## src/rtl/rdma_pkg.sv

```systemverilog
// Shared definitions for the wide AXI4 read-DMA engine: AXI field encodings,
// the controller state type and the byte-enable mask helper.
package rdma_pkg;

  localparam logic [1:0] BURST_INCR = 2'b01;
  localparam logic [1:0] RESP_OKAY  = 2'b00;

  typedef enum logic [2:0] {
    S_IDLE,
    S_INIT,
    S_CALC,
    S_ADDR,
    S_INCR,
    S_WAIT,
    S_DONE
  } rdma_state_t;

  // Ones on byte lanes lo..hi-1; sized for the widest (16-byte) data bus.
  function automatic logic [15:0] keep_mask(input logic [4:0] lo, input logic [4:0] hi);
    logic [15:0] m;
    m = '0;
    for (int unsigned i = 0; i < 16; i++) begin
      m[i] = (5'(i) >= lo) && (5'(i) < hi);
    end
    return m;
  endfunction

endpackage

```

## src/rtl/rdma_burst_calc.sv

```systemverilog
// Burst sizing for the read-DMA engine: beats = min(remain, MAX_BURST, beats
// left in the current 4 KB page), plus the address/remain step after issue.
module rdma_burst_calc
  import rdma_pkg::*;
#(
  parameter int unsigned ADDRESS_BITS = 32,
  parameter int unsigned LENGTH_BITS  = 32,
  parameter int unsigned DATA_BITS    = 64,
  parameter int unsigned MAX_BURST    = 256
) (
  input  logic [ADDRESS_BITS-1:0] i_araddr,
  input  logic [LENGTH_BITS:0]    i_remain,
  input  logic [8:0]              i_beats,
  output logic [8:0]              o_beats,
  output logic [ADDRESS_BITS-1:0] o_next_araddr,
  output logic [LENGTH_BITS:0]    o_next_remain
);

  localparam int unsigned W = $clog2(DATA_BITS / 8);
  localparam logic [12:0] MB = 13'(MAX_BURST);

  logic [12:0]        w_page_bytes;
  logic [12:0]        w_page_beats;
  logic [12:0]        w_cap;
  logic [LENGTH_BITS:0] w_cap_ext;

  always_comb begin
    w_page_bytes = 13'd4096 - {1'b0, i_araddr[11:0]};
    w_page_beats = w_page_bytes >> W;
    w_cap        = (w_page_beats < MB) ? w_page_beats : MB;
    w_cap_ext    = {{(LENGTH_BITS - 12){1'b0}}, w_cap};
    o_beats      = (i_remain < w_cap_ext) ? i_remain[8:0] : w_cap[8:0];
  end

  assign o_next_araddr = i_araddr + ({{(ADDRESS_BITS - 9){1'b0}}, i_beats} << W);
  assign o_next_remain = i_remain - {{(LENGTH_BITS - 8){1'b0}}, i_beats};

endmodule

```

## src/rtl/axi_rdma_wide.sv

```systemverilog
// AXI4 read-DMA engine: one byte-addressed command -> INCR bursts -> AXI-Stream.
// Optional RDMA_ERR_REPORT_EN enables the sticky cmd_error response flag.
module axi_rdma_wide
  import rdma_pkg::*;
#(
  parameter int unsigned ADDRESS_BITS = 32,
  parameter int unsigned LENGTH_BITS  = 32,
  parameter int unsigned DATA_BITS    = 64,
  parameter int unsigned MAX_BURST    = 256,
  parameter int unsigned ID           = 0
) (
  input  logic                      aclk,
  input  logic                      aresetn,
  input  logic [ADDRESS_BITS-1:0]   cmd_address,
  input  logic [LENGTH_BITS-1:0]    cmd_bytes,
  input  logic                      cmd_valid,
  output logic                      cmd_ready,
  output logic                      cmd_done,
  output logic                      cmd_error,
  output logic [3:0]                axi_m_arid,
  output logic [ADDRESS_BITS-1:0]   axi_m_araddr,
  output logic [7:0]                axi_m_arlen,
  output logic [2:0]                axi_m_arsize,
  output logic [1:0]                axi_m_arburst,
  output logic                      axi_m_arvalid,
  input  logic                      axi_m_arready,
  input  logic [3:0]                axi_m_rid,
  input  logic [DATA_BITS-1:0]      axi_m_rdata,
  input  logic [1:0]                axi_m_rresp,
  input  logic                      axi_m_rlast,
  input  logic                      axi_m_rvalid,
  output logic                      axi_m_rready,
  output logic [DATA_BITS-1:0]      dout_tdata,
  output logic [DATA_BITS/8-1:0]    dout_tkeep,
  output logic                      dout_tlast,
  output logic                      dout_tvalid,
  input  logic                      dout_tready
);

  localparam int unsigned B  = DATA_BITS / 8;
  localparam int unsigned W  = $clog2(B);
  localparam int unsigned CW = LENGTH_BITS + 1;

  rdma_state_t r_state, w_next;

  logic [ADDRESS_BITS-1:0] r_addr;
  logic [LENGTH_BITS-1:0]  r_bytes;
  logic [ADDRESS_BITS-1:0] r_araddr;
  logic [CW-1:0]           r_remain;
  logic [CW-1:0]           r_total;
  logic [CW-1:0]           r_beat_cnt;
  logic [8:0]              r_beats;
  logic [B-1:0]            r_keep_first;
  logic [B-1:0]            r_keep_last;

  logic [W-1:0]            w_off;
  logic [W-1:0]            w_last_idx;
  logic [CW-1:0]           w_total;
  logic [15:0]             w_kf;
  logic [15:0]             w_kl;
  logic [8:0]              w_calc_beats;
  logic [ADDRESS_BITS-1:0] w_next_araddr;
  logic [CW-1:0]           w_next_remain;
  logic                    w_active;
  logic                    w_fire;
  logic                    w_first;
  logic                    w_last;
  logic [B-1:0]            w_keep;

  // Beat count is the byte span rounded up to whole bus words, offset included.
  assign w_off      = r_addr[W-1:0];
  assign w_total    = ({1'b0, r_bytes} + CW'(w_off) + CW'(B - 1)) >> W;
  assign w_last_idx = w_off + r_bytes[W-1:0] - W'(1);
  assign w_kf       = keep_mask(5'(w_off), 5'(B));
  assign w_kl       = keep_mask(5'd0, 5'(w_last_idx) + 5'd1);

  rdma_burst_calc #(
    .ADDRESS_BITS (ADDRESS_BITS),
    .LENGTH_BITS  (LENGTH_BITS),
    .DATA_BITS    (DATA_BITS),
    .MAX_BURST    (MAX_BURST)
  ) u_burst_calc (
    .i_araddr      (r_araddr),
    .i_remain      (r_remain),
    .i_beats       (r_beats),
    .o_beats       (w_calc_beats),
    .o_next_araddr (w_next_araddr),
    .o_next_remain (w_next_remain)
  );

  assign w_active     = (r_state != S_IDLE);
  assign axi_m_rready = dout_tready & w_active;
  assign dout_tvalid  = axi_m_rvalid & w_active;
  assign dout_tdata   = axi_m_rdata;
  assign w_fire       = dout_tvalid & dout_tready;
  assign w_first      = (r_beat_cnt == '0);
  assign w_last       = (r_beat_cnt == r_total - CW'(1));
  assign dout_tlast   = w_last;

  always_comb begin
    w_keep = '1;
    if (w_first) w_keep = w_keep & r_keep_first;
    if (w_last)  w_keep = w_keep & r_keep_last;
  end
  assign dout_tkeep = w_keep;

  assign cmd_ready     = (r_state == S_IDLE);
  assign cmd_done      = (r_state == S_DONE);
  assign axi_m_arvalid = (r_state == S_ADDR);
  assign axi_m_araddr  = r_araddr;
  assign axi_m_arlen   = 8'(r_beats - 9'd1);
  assign axi_m_arsize  = 3'(W);
  assign axi_m_arburst = BURST_INCR;
  assign axi_m_arid    = 4'(ID);

  always_comb begin
    w_next = r_state;
    unique case (r_state)
      S_IDLE: if (cmd_valid) w_next = S_INIT;
      S_INIT: w_next = (w_total != '0) ? S_CALC : S_DONE;
      S_CALC: w_next = S_ADDR;
      S_ADDR: if (axi_m_arready) w_next = S_INCR;
      S_INCR: w_next = (w_next_remain != '0) ? S_CALC : S_WAIT;
      // The final beat may already have gone by while the last AR was retiring.
      S_WAIT: if ((r_beat_cnt == r_total) || (w_fire && w_last)) w_next = S_DONE;
      S_DONE: w_next = S_IDLE;
      default: w_next = S_IDLE;
    endcase
  end

  always_ff @(posedge aclk or negedge aresetn) begin
    if (!aresetn) begin
      r_state      <= S_IDLE;
      r_addr       <= '0;
      r_bytes      <= '0;
      r_araddr     <= '0;
      r_remain     <= '0;
      r_total      <= '0;
      r_beats      <= '0;
      r_keep_first <= '0;
      r_keep_last  <= '0;
    end else begin
      r_state <= w_next;
      unique case (r_state)
        S_IDLE: if (cmd_valid) begin
          r_addr  <= cmd_address;
          r_bytes <= cmd_bytes;
        end
        S_INIT: begin
          r_total      <= w_total;
          r_remain     <= w_total;
          r_araddr     <= {r_addr[ADDRESS_BITS-1:W], {W{1'b0}}};
          r_keep_first <= w_kf[B-1:0];
          r_keep_last  <= w_kl[B-1:0];
        end
        S_CALC: r_beats <= w_calc_beats;
        S_INCR: begin
          r_araddr <= w_next_araddr;
          r_remain <= w_next_remain;
        end
        default: ;
      endcase
    end
  end

  always_ff @(posedge aclk or negedge aresetn) begin
    if (!aresetn)                r_beat_cnt <= '0;
    else if (r_state == S_INIT)  r_beat_cnt <= '0;
    else if (w_fire)             r_beat_cnt <= r_beat_cnt + CW'(1);
  end

`ifdef RDMA_ERR_REPORT_EN
  logic r_err;
  always_ff @(posedge aclk or negedge aresetn) begin
    if (!aresetn)                                  r_err <= 1'b0;
    else if (r_state == S_INIT)                    r_err <= 1'b0;
    else if (w_fire && (axi_m_rresp != RESP_OKAY)) r_err <= 1'b1;
  end
  assign cmd_error = r_err;

  logic w_unused;
  assign w_unused = ^{axi_m_rid, axi_m_rlast};
`else
  assign cmd_error = 1'b0;

  logic w_unused;
  assign w_unused = ^{axi_m_rid, axi_m_rlast, axi_m_rresp};
`endif

endmodule
```

## config.mk

```make
export PLATFORM = sky130hd
export DESIGN_NAME = axi_rdma_wide
export DESIGN_NICKNAME = d
export VERILOG_FILES = /design/src/rtl/rdma_pkg.sv /design/src/rtl/rdma_burst_calc.sv /design/src/rtl/axi_rdma_wide.sv
export SDC_FILE = /design/constraint.sdc
export NUM_CORES = 1
export LEC_CHECK = 0
export BUFFER_PORTS_ARGS = -buffer_cell sky130_fd_sc_hd__buf_2
export CORE_MARGIN = 2
export CORE_UTILIZATION = 54
export DETAILED_ROUTE_END_ITERATION = 12
export GPL_TIMING_DRIVEN = 0
export PLACE_DENSITY_LB_ADDON = 0.3
export REMOVE_ABC_BUFFERS = 1
export SYNTH_ARGS = -nofsm -noshare
export SYNTH_HDL_FRONTEND = slang
export SYNTH_SLANG_ARGS = --single-unit
```

## constraint.sdc

```tcl
create_clock -name aclk -period 4.67 [get_ports aclk]
set_clock_uncertainty 0.2 [all_clocks]
set_input_delay 0.934 -clock aclk [delete_from_list [all_inputs] [get_ports aclk]]
set_output_delay 0.934 -clock aclk [all_outputs]
set_load 0.05 [all_outputs]
```

Word-level counts from Yosys, hierarchy flattened
Index checks and enable logic that the tools add are counted.
{"block": "totals", "regBits": 220, "input_bits": 141, "wordCells": 78}
{"block": "classes", "addsub": 11, "order_cmp": 17, "n_eq_ne": 11, "mux": 14, "n_bitwise": 4, "reduce_logical": 11}
{"cell": "33-bit 2-to-1 mux", "count": 2}
{"cell": "33-bit one-hot mux with 2 select lines", "count": 1}
{"cell": "33-bit nonzero test", "count": 2}
{"cell": "32-bit one-hot mux with 2 select lines", "count": 1}
{"cell": "32-bit by 3-bit adder with 33-bit output", "count": 1}
{"cell": "33-bit by 1-bit adder with 33-bit output (second input constant)", "count": 1}
{"cell": "33-bit by 3-bit adder with 33-bit output (second input constant)", "count": 1}
{"cell": "33-bit by 30-bit equality test with 1-bit output", "count": 1}
{"cell": "33-bit equality test", "count": 1}
{"cell": "33-bit logical NOT", "count": 1}
{"cell": "33-bit by 13-bit less-than comparator with 1-bit output", "count": 1}
{"cell": "33-bit by 9-bit subtractor with 33-bit output", "count": 1}
{"cell": "32-bit by 12-bit adder with 32-bit output", "count": 1}
{"cell": "30-bit by 1-bit subtractor with 31-bit output (second input constant)", "count": 1}
{"cell": "3-bit one-hot mux with 6 select lines", "count": 1}
{"cell": "3-bit by 4-bit less-than comparator with 1-bit output (first input constant)", "count": 4}
{"cell": "8-bit 2-to-1 mux", "count": 2}
{"cell": "3-bit 2-to-1 mux", "count": 5}
{"cell": "13-bit by 12-bit subtractor with 13-bit output (first input constant)", "count": 1}
{"cell": "10-bit by 9-bit less-than comparator with 1-bit output (second input constant)", "count": 1}
{"cell": "10-bit 2-to-1 mux", "count": 1}
{"cell": "3-bit equality test (second input constant)", "count": 3}
{"cell": "3-bit greater-or-equal comparator (first input constant)", "count": 3}
{"cell": "9-bit 2-to-1 mux", "count": 1}
{"cell": "other kinds (21)", "count": 30}

Longest topological paths before layout
{"block": "depth", "word_depth": 7, "mapped_depth": 16, "mapped_depth_nobuf": 15}

Hierarchy
Synthesis repeated with hierarchy kept, for this count alone.
{"block": "unflattened", "cells_unflattened": 1534, "hier_area_um2": 14143.6}
{"mod": "axi_rdma_wide", "instances": 1, "cells_per_inst": 1207, "area_each_um2": 11835.1, "seq_area_each_um2": 5505.3}
{"mod": "rdma_burst_calc", "instances": 1, "cells_per_inst": 327, "area_each_um2": 2308.5, "seq_area_each_um2": 0.0}

Worst setup path after synthesis
No wires, ideal clock.
{"block": "synth_path", "kind": "register -> output", "from": "register r_total[0]", "to": "output dout_tkeep[0]", "t_arrival_ns": 3.168, "setup_slack_ns": 0.368, "path_stages_with_launch": 13, "path_buffers": 2, "cell_sequence": "dfrtp_1 -> inv_1 -> ha_1 -> or3b_2 -> clkbuf_1 -> o41ai_2 -> o221ai_1 -> or4_1 -> a2111oi_0 -> nand4_1 -> or2_1 -> buf_6 -> o22a_1"}
{"block": "synth_between", "elab_chain_len": 3}
{"item": "start, declared", "line": "axi_rdma_wide.sv:50", "source": "logic [CW-1:0] r_total;"}
{"item": "start signal, assigned", "line": "axi_rdma_wide.sv:150", "source": "r_total <= w_total;"}
{"item": "30-bit by 1-bit subtractor with 31-bit output", "line": "axi_rdma_wide.sv:97", "source": "assign w_last = (r_beat_cnt == r_total - CW'(1));"}
{"item": "33-bit equality test", "line": "axi_rdma_wide.sv:97"}
{"item": "8-bit 2-to-1 mux", "line": "axi_rdma_wide.sv:103", "source": "if (w_last) w_keep = w_keep & r_keep_last;"}
{"item": "end, declared", "line": "axi_rdma_wide.sv:34", "source": "output logic [DATA_BITS/8-1:0] dout_tkeep,"}
Every way passes these cells.

Final worst setup path
{"block": "layout_path", "from": "register r_total[0]", "to": "output dout_tkeep[2]"}
Same word-level chain as after synthesis.

==> out/metrics.csv <==
metric,value,unit
outcome,"complete, but fails checks",
violations,negative setup slack,
grt_pass1_vias,11687,
ctsRootBufferMaster,clkbuf_16,
finalInstanceArea,15900,um2
dieArea,27500,um2
synth_cells,1601,
cpPeakStageDelay,460,ps
path_cells,inv_2 > ha_4 > or3b_4 > o41ai_2 > o221ai_1 > or4_4 > a2111oi_4 > nand4_1 > buf_4 > or2_4 > o22a_1 > buf_6,
p_per_area,784,nW/um2
synth_top_area_share,0.384,
io_buffers,120,
core-area,25900,um2
gr-usage-all-layers,0.311,
cts_buffer_depth,3,
fmax,203,MHz
async_flop_share,1.00,
cap_violations,0,
timing.hold.ws,138,ps
grt_overflow,0,
detail-route-antenna-nets,0,
wire_per_inst,21.9,um
rows,59,
netlist_top_cells_area,"dfrtp_1 (38%), mux2_2 (5.3%), nand2_1 (4.9%)",
dp_slack,-616,ps
critPathSlowestCell,or4_4,
min_path_type,in -> async,
finalCritPeriodShare,1.06,
finalMaxSlewViolations,0,
path_class,reg -> out,
avgSynthCellArea,8.84,um2
fin_ws,-261,ps
ir_drop,0.698,mV
mostFrequentLayoutCells,"dfrtp_1 (208), nand2_1 (182), nor2_1 (127)",
drt-total-wl,43700,um
die_x,166,um
ys_ff_latch,217,
grt_start_max_net_pins,84,
dr.pass1.iters,6,
p_leak,6.91,nW
placed_cell_area,14600,um2
fp.dieH,166,um
dp.cells,1921,
cp.depth,12,
rr_worst_depth,15,
insertion_delay,540,ps
cp.arrival,3800,ps
period_needed,4930,ps
grt_pass1_wl,68600,um
tightest_slew,916,ps
final_common_cell,dfrtp_1,
synth_edf_count,0,
io_pins,269,
drive_gt1_frac,0.195,
synth_flop_cell,dfrtp_1,
synth_warnings,0,
gp_congestion,0.928,
numCtsBuffers,25,
via_per_inst,6.20,
path_clk_slew,60,ps
critical-path-top-delay-family,simple AND/OR/NAND/NOR gates,
fillers,2247,
synth_area,14200,um2
path_buf_inv,3,
clock-sinks,217,
rsz0062_at_grt,true,
hold_viol,0,
required,3540,ps
fin_cells,1993,
hold_buffers,0,
cp-end-kind,output port,
num_antenna_cells,0,
synth_cell_types,75,
h-tree-depth,1,
yosysTopAreaCell,dfrtp_1,
drt_iter0_markers,1136,
critPathLaunchType,flop,
cp_max_fo,5,
start_util,0.546,
cts_tree,built,
post-dp-hpwl,31700,um
antenna_found_initial,0,
syn_to_final_growth,12.0,%
finalSetupViolations,9,
drc_errors,0,
slew_headroom,0.388,
final_nets,1825,
ys_seq_area_frac,0.384,
via_count,12365,
==> power breakdown <==
group | switching (mW) | leakage, nW | internal [mW] | total [mW]
Sequential | 1.03 | 2.68 | 2.65 | 3.68
Combinational | 4.16 | 3.81 | 2.58 | 6.74
Clock | 0.795 | 0.419 | 1.22 | 2.01
Total | 5.98 | 6.91 | 6.45 | 12.4
==> sequential cells by signal (all words and copies together) (netlist names) <==
signal	flops
r_total	30
axi_m_araddr	29
r_bytes	32
r_keep_last	8
r_remain	33
r_keep_first	8
r_beat_cnt	33
r_state	3
r_beats	9
r_addr	32
==> logic make-up (layout without fill, tap and decap cells) <==
kind of cell	after synthesis	in the layout	synth area share
buffers and inverters	228	273	0.0833
DFF	217	217	0.384
AOI/OAI and AO/OA	308	308	0.148
muxes	78	78	0.0611
other	2	13	0.000531
xor gates and xnor gates	121	121	0.0749
adders and majority gates	43	43	0.0396
and+or+nand+nor	604	605	0.209
==> routing by layer <==
metal / GRT usage / vias up / wire (um)
met5: 0.0713 / - / 240
met4: 0.0605 / 8 / 894
met3: 0.124 / 90 / 4870
met2: 0.454 / 530 / 18500
met1: 0.435 / 6017 / 19200
li1: - / 5720 / -
==> worst register-to-register path, cell delays in order, from the launching register on <==
cell and delay (ps):
dfrtp_1 490, inv_1 110, ha_1 300, inv_1 70
ha_1 200, inv_1 70, fa_1 410, nor2b_1 200
o21ai_0 180, nor3_2 530, nand4_1 200, xnor2_1 180
nor4bb_1 320, and4_1 260, nand4_1 290, o311ai_0 210
==> cell type report <==
| type | instances | area [um2] | area share |
|---|---|---|---|
| tap | 335 | 419 | 0.0264 |
| clock inverter | 7 | 88.8 | 0.00560 |
| timing repair buffer | 162 | 1120 | 0.0704 |
| sequential | 217 | 5440 | 0.343 |
| inverter | 67 | 254 | 0.0160 |
| multi-input combinational | 1168 | 7780 | 0.491 |
| clock buffer | 37 | 751 | 0.0474 |
==> path summary, 6_finish.rpt <==
path                                        startpoint  slack (ps)                      endpoint
hold / removal                                 aresetn         140    r_beat_cnt[13]$_DFFE_PN0P_
hold reg to reg            r_keep_first[7]$_DFFE_PN0P_         280   r_keep_first[7]$_DFFE_PN0P_
max in group asynchronous                      aresetn        2940  axi_m_araddr[25]$_DFFE_PN0P_
setup / recovery                r_total[0]$_DFFE_PN0P_        -260                 dout_tkeep[2]
min in group aclk          r_keep_first[7]$_DFFE_PN0P_         280   r_keep_first[7]$_DFFE_PN0P_
setup reg to reg                 r_addr[1]$_DFFE_PN0P_         340        r_state[2]$_DFFE_PN0P_
==> synth_stat cells (all sizes together) (19+ instances only) <==
cell type and instances:
inv 67, nor3 63, or3 19, nor2 128
buf 89, nand3 57, nand2 183, dfrtp 217
xnor2 64, clkbuf 72, mux2 67, o21ai 79
nor4 21, nand4 36, a21oi 50, xor2 57
ha 40
==> what timing repair did <==
action | 4_1_cts | 5_1_grt
resized for setup | 50 | 13
setup endpoints to repair | 9 | 10
setup buffers | 19 | 8
gates cloned | 1 | 0
pin swaps | 13 | 11
hold endpoints to repair | 0 | 0
==> through the flow <==
| stage | util | power [mW] | TNS (ps) |
|---|---|---|---|
| 3_3_place_gp | 0.551 | 9.80 | -800770 |
| 3_5_place_dp | 0.562 | 10.0 | -5330 |
| 6_report | 0.612 | 12.4 | -2030 |
| 4_1_cts | 0.608 | 12.3 | -1960 |
| 2_1_floorplan | - | 8.10 | -94970 |
| 5_1_grt | 0.612 | 13.3 | -2900 |
Power figures use the tool's default switching activity.
